File: src/rtl/simple_cpu_param_if.sv
// Memory bus between the CPU (master) and a RAM (slave).
interface simple_cpu_param_if #(
   parameter int unsigned DW = 16,
   parameter int unsigned AW = 13
);
   logic          mem_req;
   logic          mem_rdy;
   logic          wrEn;
   logic [AW-1:0] addr_toRAM;
   logic [DW-1:0] data_toRAM;
   logic [DW-1:0] data_fromRAM;

   modport master (
      output mem_req, wrEn, addr_toRAM, data_toRAM,
      input  mem_rdy, data_fromRAM
   );

   modport slave (
      input  mem_req, wrEn, addr_toRAM, data_toRAM,
      output mem_rdy, data_fromRAM
   );
endinterface

File: src/rtl/simple_cpu_param.sv
// Accumulator CPU: one memory operand per instruction, optional indirection through
// a fixed pointer location, and a req/rdy memory bus that may stall indefinitely.
module simple_cpu_param #(
   parameter int unsigned DW       = 16,
   parameter int unsigned AW       = 13,
   parameter int unsigned PTR_ADDR = 4
) (
   input  logic                 clk,
   input  logic                 rst,
   simple_cpu_param_if.master   bus,
   output logic [AW-1:0]        PC,
   output logic [DW-1:0]        W,
   output logic                 retire
);

   typedef enum logic [2:0] {StIf, StPtr, StOp, StEx, StWb} state_e;

   localparam logic [2:0] OP_ADD  = 3'd0;
   localparam logic [2:0] OP_NOR  = 3'd1;
   localparam logic [2:0] OP_SRL  = 3'd2;
   localparam logic [2:0] OP_RRL  = 3'd3;
   localparam logic [2:0] OP_CMP  = 3'd4;
   localparam logic [2:0] OP_BZ   = 3'd5;
   localparam logic [2:0] OP_CP2W = 3'd6;
   localparam logic [2:0] OP_CPFW = 3'd7;

   localparam logic [DW:0]   LP_DW_X  = (DW+1)'(DW);
   localparam logic [DW:0]   LP_2DW_X = (DW+1)'(2 * DW);
   localparam logic [DW-1:0] LP_DW    = DW'(DW);
   localparam logic [AW-1:0] LP_PTR   = AW'(PTR_ADDR);

   state_e        r_state, w_next;
   logic [AW-1:0] r_pc;
   logic [DW-1:0] r_w;
   logic [2:0]    r_ir;      // only the opcode field of IR is needed after fetch
   logic [AW-1:0] r_ea;
   logic [DW-1:0] r_v;

   logic [2:0]      w_opcode;
   logic [AW-1:0]   w_a;
   logic [DW-1:0]   w_amt;
   logic            w_right;
   logic [2*DW-1:0] w_dbl;
   logic [DW-1:0]   w_alu;
   logic [AW-1:0]   w_pc_ex;

   assign w_opcode = bus.data_fromRAM[DW-1:DW-3];
   assign w_a      = bus.data_fromRAM[AW-1:0];
   assign w_dbl    = {r_w, r_w};
   assign PC       = r_pc;
   assign W        = r_w;

   // Shift/rotate amount and direction from the operand's range
   always_comb begin
      w_amt   = r_v;
      w_right = 1'b1;
      if ({1'b0, r_v} < LP_DW_X) begin
         w_amt   = r_v;
         w_right = 1'b1;
      end else if ({1'b0, r_v} < LP_2DW_X) begin
         w_amt   = r_v - LP_DW;
         w_right = 1'b0;
      end else begin
         w_amt   = r_v % LP_DW;
         w_right = 1'b0;
      end
   end

   // Execute-stage result for W and PC
   always_comb begin
      w_alu   = r_w;
      w_pc_ex = r_pc + AW'(1);
      case (r_ir)
         OP_ADD:  w_alu = r_w + r_v;
         OP_NOR:  w_alu = ~(r_w | r_v);
         OP_SRL:  w_alu = w_right ? (r_w >> w_amt) : (r_w << w_amt);
         OP_RRL:  w_alu = w_right ? DW'(w_dbl >> w_amt) : DW'((w_dbl << w_amt) >> DW);
         OP_CMP: begin
            if (r_w < r_v)       w_alu = '1;
            else if (r_w == r_v) w_alu = '0;
            else                 w_alu = DW'(1);
         end
         OP_BZ: begin
            if (r_v == '0) w_pc_ex = r_w[AW-1:0];
         end
         OP_CP2W: w_alu = r_v;
         default: w_alu = r_w;
      endcase
   end

   // State register
   always_ff @(posedge clk or negedge rst) begin
      if (!rst) r_state <= StIf;
      else      r_state <= w_next;
   end

   // Next-state decode; every memory state waits for mem_rdy
   always_comb begin
      w_next = r_state;
      case (r_state)
         StIf: begin
            if (bus.mem_rdy) begin
               if (w_a == '0)             w_next = StPtr;
               else if (w_opcode == OP_CPFW) w_next = StWb;
               else                       w_next = StOp;
            end
         end
         StPtr: begin
            if (bus.mem_rdy) w_next = (r_ir == OP_CPFW) ? StWb : StOp;
         end
         StOp: begin
            if (bus.mem_rdy) w_next = StEx;
         end
         StEx: w_next = StIf;
         StWb: begin
            if (bus.mem_rdy) w_next = StIf;
         end
         default: w_next = StIf;
      endcase
   end

   // Bus request and retire outputs; all forced low while in reset
   always_comb begin
      bus.mem_req    = 1'b0;
      bus.wrEn       = 1'b0;
      bus.addr_toRAM = '0;
      bus.data_toRAM = '0;
      retire         = 1'b0;
      if (rst) begin
         case (r_state)
            StIf: begin
               bus.mem_req    = 1'b1;
               bus.addr_toRAM = r_pc;
            end
            StPtr: begin
               bus.mem_req    = 1'b1;
               bus.addr_toRAM = LP_PTR;
            end
            StOp: begin
               bus.mem_req    = 1'b1;
               bus.addr_toRAM = r_ea;
            end
            StEx: retire = 1'b1;
            StWb: begin
               bus.mem_req    = 1'b1;
               bus.wrEn       = 1'b1;
               bus.addr_toRAM = r_ea;
               bus.data_toRAM = r_w;
               retire         = bus.mem_rdy;
            end
            default: retire = 1'b0;
         endcase
      end
   end

   // Datapath registers; RAM data only ever lands in registers
   always_ff @(posedge clk or negedge rst) begin
      if (!rst) begin
         r_pc <= '0;
         r_w  <= '0;
         r_ir <= '0;
         r_ea <= '0;
         r_v  <= '0;
      end else begin
         case (r_state)
            StIf: begin
               if (bus.mem_rdy) begin
                  r_ir <= w_opcode;
                  r_ea <= w_a;
               end
            end
            StPtr: begin
               if (bus.mem_rdy) r_ea <= bus.data_fromRAM[AW-1:0];
            end
            StOp: begin
               if (bus.mem_rdy) r_v <= bus.data_fromRAM;
            end
            StEx: begin
               r_w  <= w_alu;
               r_pc <= w_pc_ex;
            end
            StWb: begin
               if (bus.mem_rdy) r_pc <= r_pc + AW'(1);
            end
            default: r_pc <= r_pc;
         endcase
      end
   end

endmodule

File: src/flat_wrapper.sv
// flat-port wrapper written by rule: the top's interface ports become plain ports
module simple_cpu_param_flat 
#(
   parameter int unsigned DW       = 16,
   parameter int unsigned AW       = 13,
   parameter int unsigned PTR_ADDR = 4
)
  (clk, rst, PC, W, retire, bus_mem_req, bus_wrEn, bus_addr_toRAM, bus_data_toRAM, bus_mem_rdy, bus_data_fromRAM);
  simple_cpu_param_if #(.DW(DW), .AW(AW)) bus_i ();
  input  logic clk;
  input  logic rst;
  output logic [AW-1:0] PC;
  output logic [DW-1:0] W;
  output logic retire;
  output wire logic [$bits(bus_i.mem_req)-1:0] bus_mem_req;
  output wire logic [$bits(bus_i.wrEn)-1:0] bus_wrEn;
  output wire logic [$bits(bus_i.addr_toRAM)-1:0] bus_addr_toRAM;
  output wire logic [$bits(bus_i.data_toRAM)-1:0] bus_data_toRAM;
  input wire logic [$bits(bus_i.mem_rdy)-1:0] bus_mem_rdy;
  input wire logic [$bits(bus_i.data_fromRAM)-1:0] bus_data_fromRAM;
  assign bus_mem_req = bus_i.mem_req;
  assign bus_wrEn = bus_i.wrEn;
  assign bus_addr_toRAM = bus_i.addr_toRAM;
  assign bus_data_toRAM = bus_i.data_toRAM;
  assign bus_i.mem_rdy = bus_mem_rdy;
  assign bus_i.data_fromRAM = bus_data_fromRAM;
  simple_cpu_param #(.DW(DW), .AW(AW), .PTR_ADDR(PTR_ADDR)) u_core (.clk(clk), .rst(rst), .bus(bus_i), .PC(PC), .W(W), .retire(retire));
endmodule
File: config.mk
export PLATFORM = sky130hd
export DESIGN_NAME = simple_cpu_param_flat
export DESIGN_NICKNAME = d
export VERILOG_FILES = /design/src/rtl/simple_cpu_param_if.sv /design/src/rtl/simple_cpu_param.sv /design/src/flat_wrapper.sv
export SDC_FILE = /design/constraint.sdc
export NUM_CORES = 1
export LEC_CHECK = 0
export ABC_AREA = 1
export CAP_MARGIN = 20
export CORE_ASPECT_RATIO = 0.5
export CORE_MARGIN = 2
export CORE_UTILIZATION = 64
export DETAILED_ROUTE_END_ITERATION = 6
export PLACE_DENSITY = 0.95
export SLEW_MARGIN = 5
export SYNTH_ARGS = -nofsm -noshare
export SYNTH_HDL_FRONTEND = slang
export SYNTH_SLANG_ARGS = --single-unit
File: constraint.sdc
create_clock -name clk -period 5.8 [get_ports clk]
set_input_delay 1.74 -clock clk [delete_from_list [all_inputs] [get_ports clk]]
set_output_delay 1.74 -clock clk [all_outputs]
set_load 0.02 [all_outputs]
== Yosys cells after proc, flatten, opt, wreduce, memory -nomap -nowiden ==
Index checks and enable logic that the tools add are counted.

* Bits in registers: 64
* Input port bits: 19
* Logic and storage cells: 80

* $add $sub $neg: 3
* Order comparisons: 3
* Equal/unequal tests: 17
* Shifts and indexed selects: 4
* Muxes and demuxes: 30
* Bitwise logic cells: 2
* Reduce and logical (&&, ||, !) cells: 15

{| class="wikitable"
|+ Operator list
! cell !! number
|-
| 16-bit two-way mux || 7
|-
| 16-bit case mux with 6 select lines || 1
|-
| 13-bit two-way mux || 4
|-
| 13-bit case mux with 3 select lines || 1
|-
| 32-bit by 16-bit << shifter with 32-bit output || 1
|-
| 32-bit by 16-bit >> shifter with 16-bit output || 1
|-
| 13-bit case mux with 2 select lines || 1
|-
| 3-bit two-way mux || 7
|-
| 3-bit == test, second input constant || 6
|-
| 16-bit adder || 1
|-
| 16-bit == test || 1
|-
| 16-bit logical NOT || 1
|-
| 16-bit less-than comparator || 1
|-
| 16-bit by 5-bit less-than comparator with 1-bit output, second input constant || 1
|-
| 16-bit by 6-bit less-than comparator with 1-bit output, second input constant || 1
|-
| 16-bit inverter || 1
|-
| 16-bit bitwise OR || 1
|-
| 16-bit by 16-bit << shifter with 16-bit output || 1
|-
| 16-bit by 16-bit >> shifter with 16-bit output || 1
|-
| 16-bit by 5-bit subtractor with 16-bit output, second input constant || 1
|-
| 13-bit by 1-bit adder with 13-bit output, second input constant || 1
|-
| 13-bit logical NOT || 1
|-
| 3-bit by 2-bit == test with 1-bit output, second input constant || 4
|-
| 3-bit case mux with 4 select lines || 1
|-
| other kinds (11) || 27
|}

== Logic depth before layout (Yosys ltp) ==
* Word-level depth: 6
* Depth in mapped cells: 22
* Gate-level depth less buffers: 22

== Worst setup path after synthesis ==
No wires, ideal clock.

* Path type: input to output
* From: in rst
* To: out bus_data_toRAM[10]
* Arrival time: 2860 ps
* Data required time: 4060 ps
* Path slack: 1200 ps
* Cell stages on the path: 5
* Path buffers: 1
* Cell sequence: inv_1 > nor2_1 > inv_1 > clkbuf_1 > nor2_1

* Word-level cells in the longest chain between the ends: 1

{| class="wikitable"
|+ RTL lines
! what !! line !! RTL
|-
| start, declared || flat_wrapper.sv:11 || <nowiki>input logic rst;</nowiki>
|-
| 16-bit two-way mux || simple_cpu_param.sv:129 || <nowiki>if (rst) begin</nowiki>
|-
| end, declared || flat_wrapper.sv:18 || <nowiki>output wire logic [$bits(bus_i.data_toRAM)-1:0] bus_data_toRAM;</nowiki>
|}

No other way between the ends.

== Worst setup path after layout ==
* From: in rst
* To: out bus_data_toRAM[6]

The elaborated chain is that of the path after synthesis.

==> metrics.md <==
| Metric | Value |
|---|---|
| Fin crit period | 5.38 ns |
| Initial antenna violation count | 1 |
| First-pass GRT wire length | approximately 50000 µm |
| Fmax | 0.186 GHz |
| Pre-antenna DRT Iters | 7 |
| Worst Path Max Fanout | 16 |
| Syn Area/Cell | just under 6 µm² |
| Diodes inserted | 0 |
| Synth area leader | dfrtp_1 |
| Final worst path period share | 0.927 |
| Most frequent cells in the layout | nand2_1 (417), nand3_1 (190), inv_1 (148) |
| Power share of the clock group | 0.093 |
| Fin nets | 1476 |
| Dpl cell area | between 8000 and 9000 µm² |
| I/O pin count | 80 |
| Slowest stage cell, crit path | clkdlybuf4s50_1 |
| Clock skew | 0.00481 ns |
| Worst slew margin | 0.241 |
| Pins Over Slew Limit | 0 |
| Final setup vio count | 0 |
| Outcome | complete, but fails checks |
| Net load switching power | around 3900 µW |
| Sequential area share after synthesis | 0.202 |
| Syn_nets | ~1400 |
| Synth cell types | 45 |
| H-tree depth | 3 |
| Antenna viol nets, final | 0 |
| Worst path bufs/invs | 4 |
| Unrepaired setup endpoints after global routing | no |
| Pint | 2550 µW |
| Failing checks | DRC |
| CP Cell Sequence | buf_2 > inv_1 > nor2_1 > inv_1 > nor2_1 > clkdlybuf4s50_1 |
| Layout Area Growth over Synthesis | 15.1% |
| Number of port buffers | 79 |
| Cell family with most CP delay | buffers and inverters |
| Die area | 13400 µm² |
| Global route overflow | 0 |
| Slew @ Worst Pin | approximately 1.1 ns |
| Synth Cell Area | roughly 7900 µm² |
| Async S/R FF share, synth | 1.00 |
| Layout cells sized above 1 | 0.0538 |
| Hpwl dp | roughly 22000 µm |
| # DRC | 6 |
| Fin. Hold Viols | 0 |
| Cell Pwr Density | 710 nW/µm² |
| Arr. time, crit path | 3.64 ns |
| Synth top area share | 0.202 |
| Max-Cap Viols | 0 |
| GRT Total Usage | 0.475 |
| Rows | 28 |
| Bufs on Longest Clock Path | 2 |
| Gate Count Post-Synth | between 1000 and 1500 |
| Synth top area cells | dfrtp_1 (20%), nand2_1 (20%), nand3_1 (12%) |
| Vias in the first global route | 9483 |
| Post-CTS Hold Buffers | 0 |
| CP Launch Type | primary input |
| CTS Buf Count | 9 |
| Switching Fraction | 0.607 |
| Leak | between 0.004 and 0.005 µW |
| Initial core utilization | 0.664 |
| Setup Buffers After CTS | 0 |
| Post-cts sizing count | 0 |
| Largest stage delay on the critical path | ~0.58 ns |
| Routed wire per std cell | approximately 20 µm |
| Ys flop type | dfrtp_1 |
| Comb pwr share | 0.752 |
| Wirelength, routed | ~32000 µm |
| IR drop worst, VDD | about 0.0004 V |
| Crit path required time | approximately 4.1 ns |
| #FFs+latches synth | between 60 and 70 |
| GPL Wtd Cong | roughly 1.1 |
| Root Buffer | clkbuf_16 |
| TritonCTS clock tree | yes |
| Sequential share of power | 0.155 |
| Sink Count | 64 |
| Setup TNS | 0 ns |
| Clock Pin Slew Worst Setup and Hold Paths | 0.06 ns |
| Most common cell after layout, fill and taps aside | nand2_1 |
| Critical Path Sink Type | output port |
| Post-DR vias/cell | 6.57 |
| Vias post-DR | 10400 |
| Die Ht | just over 80 µm |
| Synth Warn # | 0 |
| Chip Width | between 150 and 200 µm |
| Largest net degree at the start of global routing | 65 |
| Core footprint | about 12000 µm² |
| First-iteration detailed-routing DRC count | 1800 |
| Number of flops mapped to enable cells by yosys | 0 |
| Worst-Skew Late Latency | ~0.34 ns |
| Tightest Hold Check Type | reg -> reg |
| Design area | around 9100 µm² |
| CP Class | in -> out |
flip-flops by register name, summed over array words and instances, names as in the netlist:
name	cells
u_core.r_ir	3
u_core.r_state	3
u_core.PC	13
u_core.r_ea	13
u_core.W	16
u_core.r_v	16
synth_stat cells (all sizes together), types with 5 or more instances:
| cell | n |
|---|---|
| a21oi | 63 |
| a22oi | 23 |
| buf | 24 |
| clkbuf | 33 |
| dfrtp | 64 |
| ha | 49 |
| inv | 153 |
| nand2 | 439 |
| nand3 | 199 |
| nand4 | 21 |
| nor2 | 111 |
| nor3 | 12 |
| o211ai | 7 |
| o21ai | 105 |
| o21bai | 5 |
| o22ai | 6 |
| xor2 | 8 |
worst register-to-register path, stage by stage (launching register included):
cell	delay, ns
dfrtp_1	0.42
inv_1	0.16
ha_1	0.27
nand2_2	0.12
nor3_2	0.05
nand2_1	0.06
buf_4	0.35
o21ai_2	0.13
nand2_1	0.08
clkinv_1	0.42
nor2_1	0.64
a21boi_2	0.44
nand3_1	0.12
o21ai_1	0.19
nand2_1	0.12
nand2_1	0.11
nand2_1	0.05
nand2_1	0.05
stage by stage:
| stage | total power [µW] | util | hold slack, ns | std cells | worst slack [ns] |
|---|---|---|---|---|---|
| after floorplan | 4150 | - | 0.454 | 1360 | 1.20 |
| after global placement | 5410 | 0.733 | 0.479 | 1558 | 0.653 |
| after detailed placement | 5520 | 0.736 | 0.481 | 1559 | 0.536 |
| after CTS | 6190 | 0.763 | 0.494 | 1575 | 0.511 |
| after global routing | 6900 | 0.764 | 0.537 | 1577 | 0.371 |
| final | 6480 | 0.764 | 0.489 | 1577 | 0.421 |
cell type report:
type | count | area [µm²]
fillers | 927 | 2820
multi-input cells | 1084 | 5500
clock buffers | 9 | 225
repair buffers | 93 | 911
clock inverters | 7 | 95.1
inverters | 155 | 582
well taps | 165 | 206
flip-flops and latches | 64 | 1600
cells by family (layout without fill, tap and decap cells):
group,count (synthesis),after routing,synth area share
buffers and inverters,212,264,0.104
AO/OA/AOI/OAI,233,233,0.169
XOR/XNOR,12,12,0.0133
AND/OR/NAND/NOR,789,789,0.432
flip-flops,64,64,0.202
adder cells (fa/ha/maj),50,50,0.0798
path summary, 6_finish.rpt:
check | start | to | slack [ns] | cells after the start
max reg2reg | u_core.r_v[4] | u_core.W[1] | 1.97 | 17
min in group asynchronous | rst | u_core.PC[0] | 1.61 | 2
min | u_core.r_ea[2] | u_core.r_ea[2] | 0.49 | 2
max | rst | bus_data_toRAM[6] | 0.42 | 6
max in group asynchronous | rst | u_core.W[10] | 3.64 | 2
min reg2reg | u_core.r_ea[2] | u_core.r_ea[2] | 0.49 | 2
power groups by stage:
stage               sequential, µW  combinational (µW)  clock [µW]
global route                  1010                5280         609
detailed placement             969                4550           0
global placement               967                4440           0
finish                        1000                4870         603
CTS                            972                4620         596
floorplan                      933                3210           0
per-layer routing:
| layer | global-route usage | wire length (µm) | vias to the layer above | share of wire |
|---|---|---|---|---|
| met5 | 0 | 12 | - | 0.00038 |
| met4 | 0.216 | 1650 | 2 | 0.052 |
| met3 | 0.170 | 5420 | 230 | 0.17 |
| met2 | 0.750 | 13100 | 941 | 0.41 |
| met1 | 0.592 | 11700 | 4616 | 0.37 |
| li1 | - | - | 4572 | - |
No activity file was read; power rests on OpenSTA's default activity.
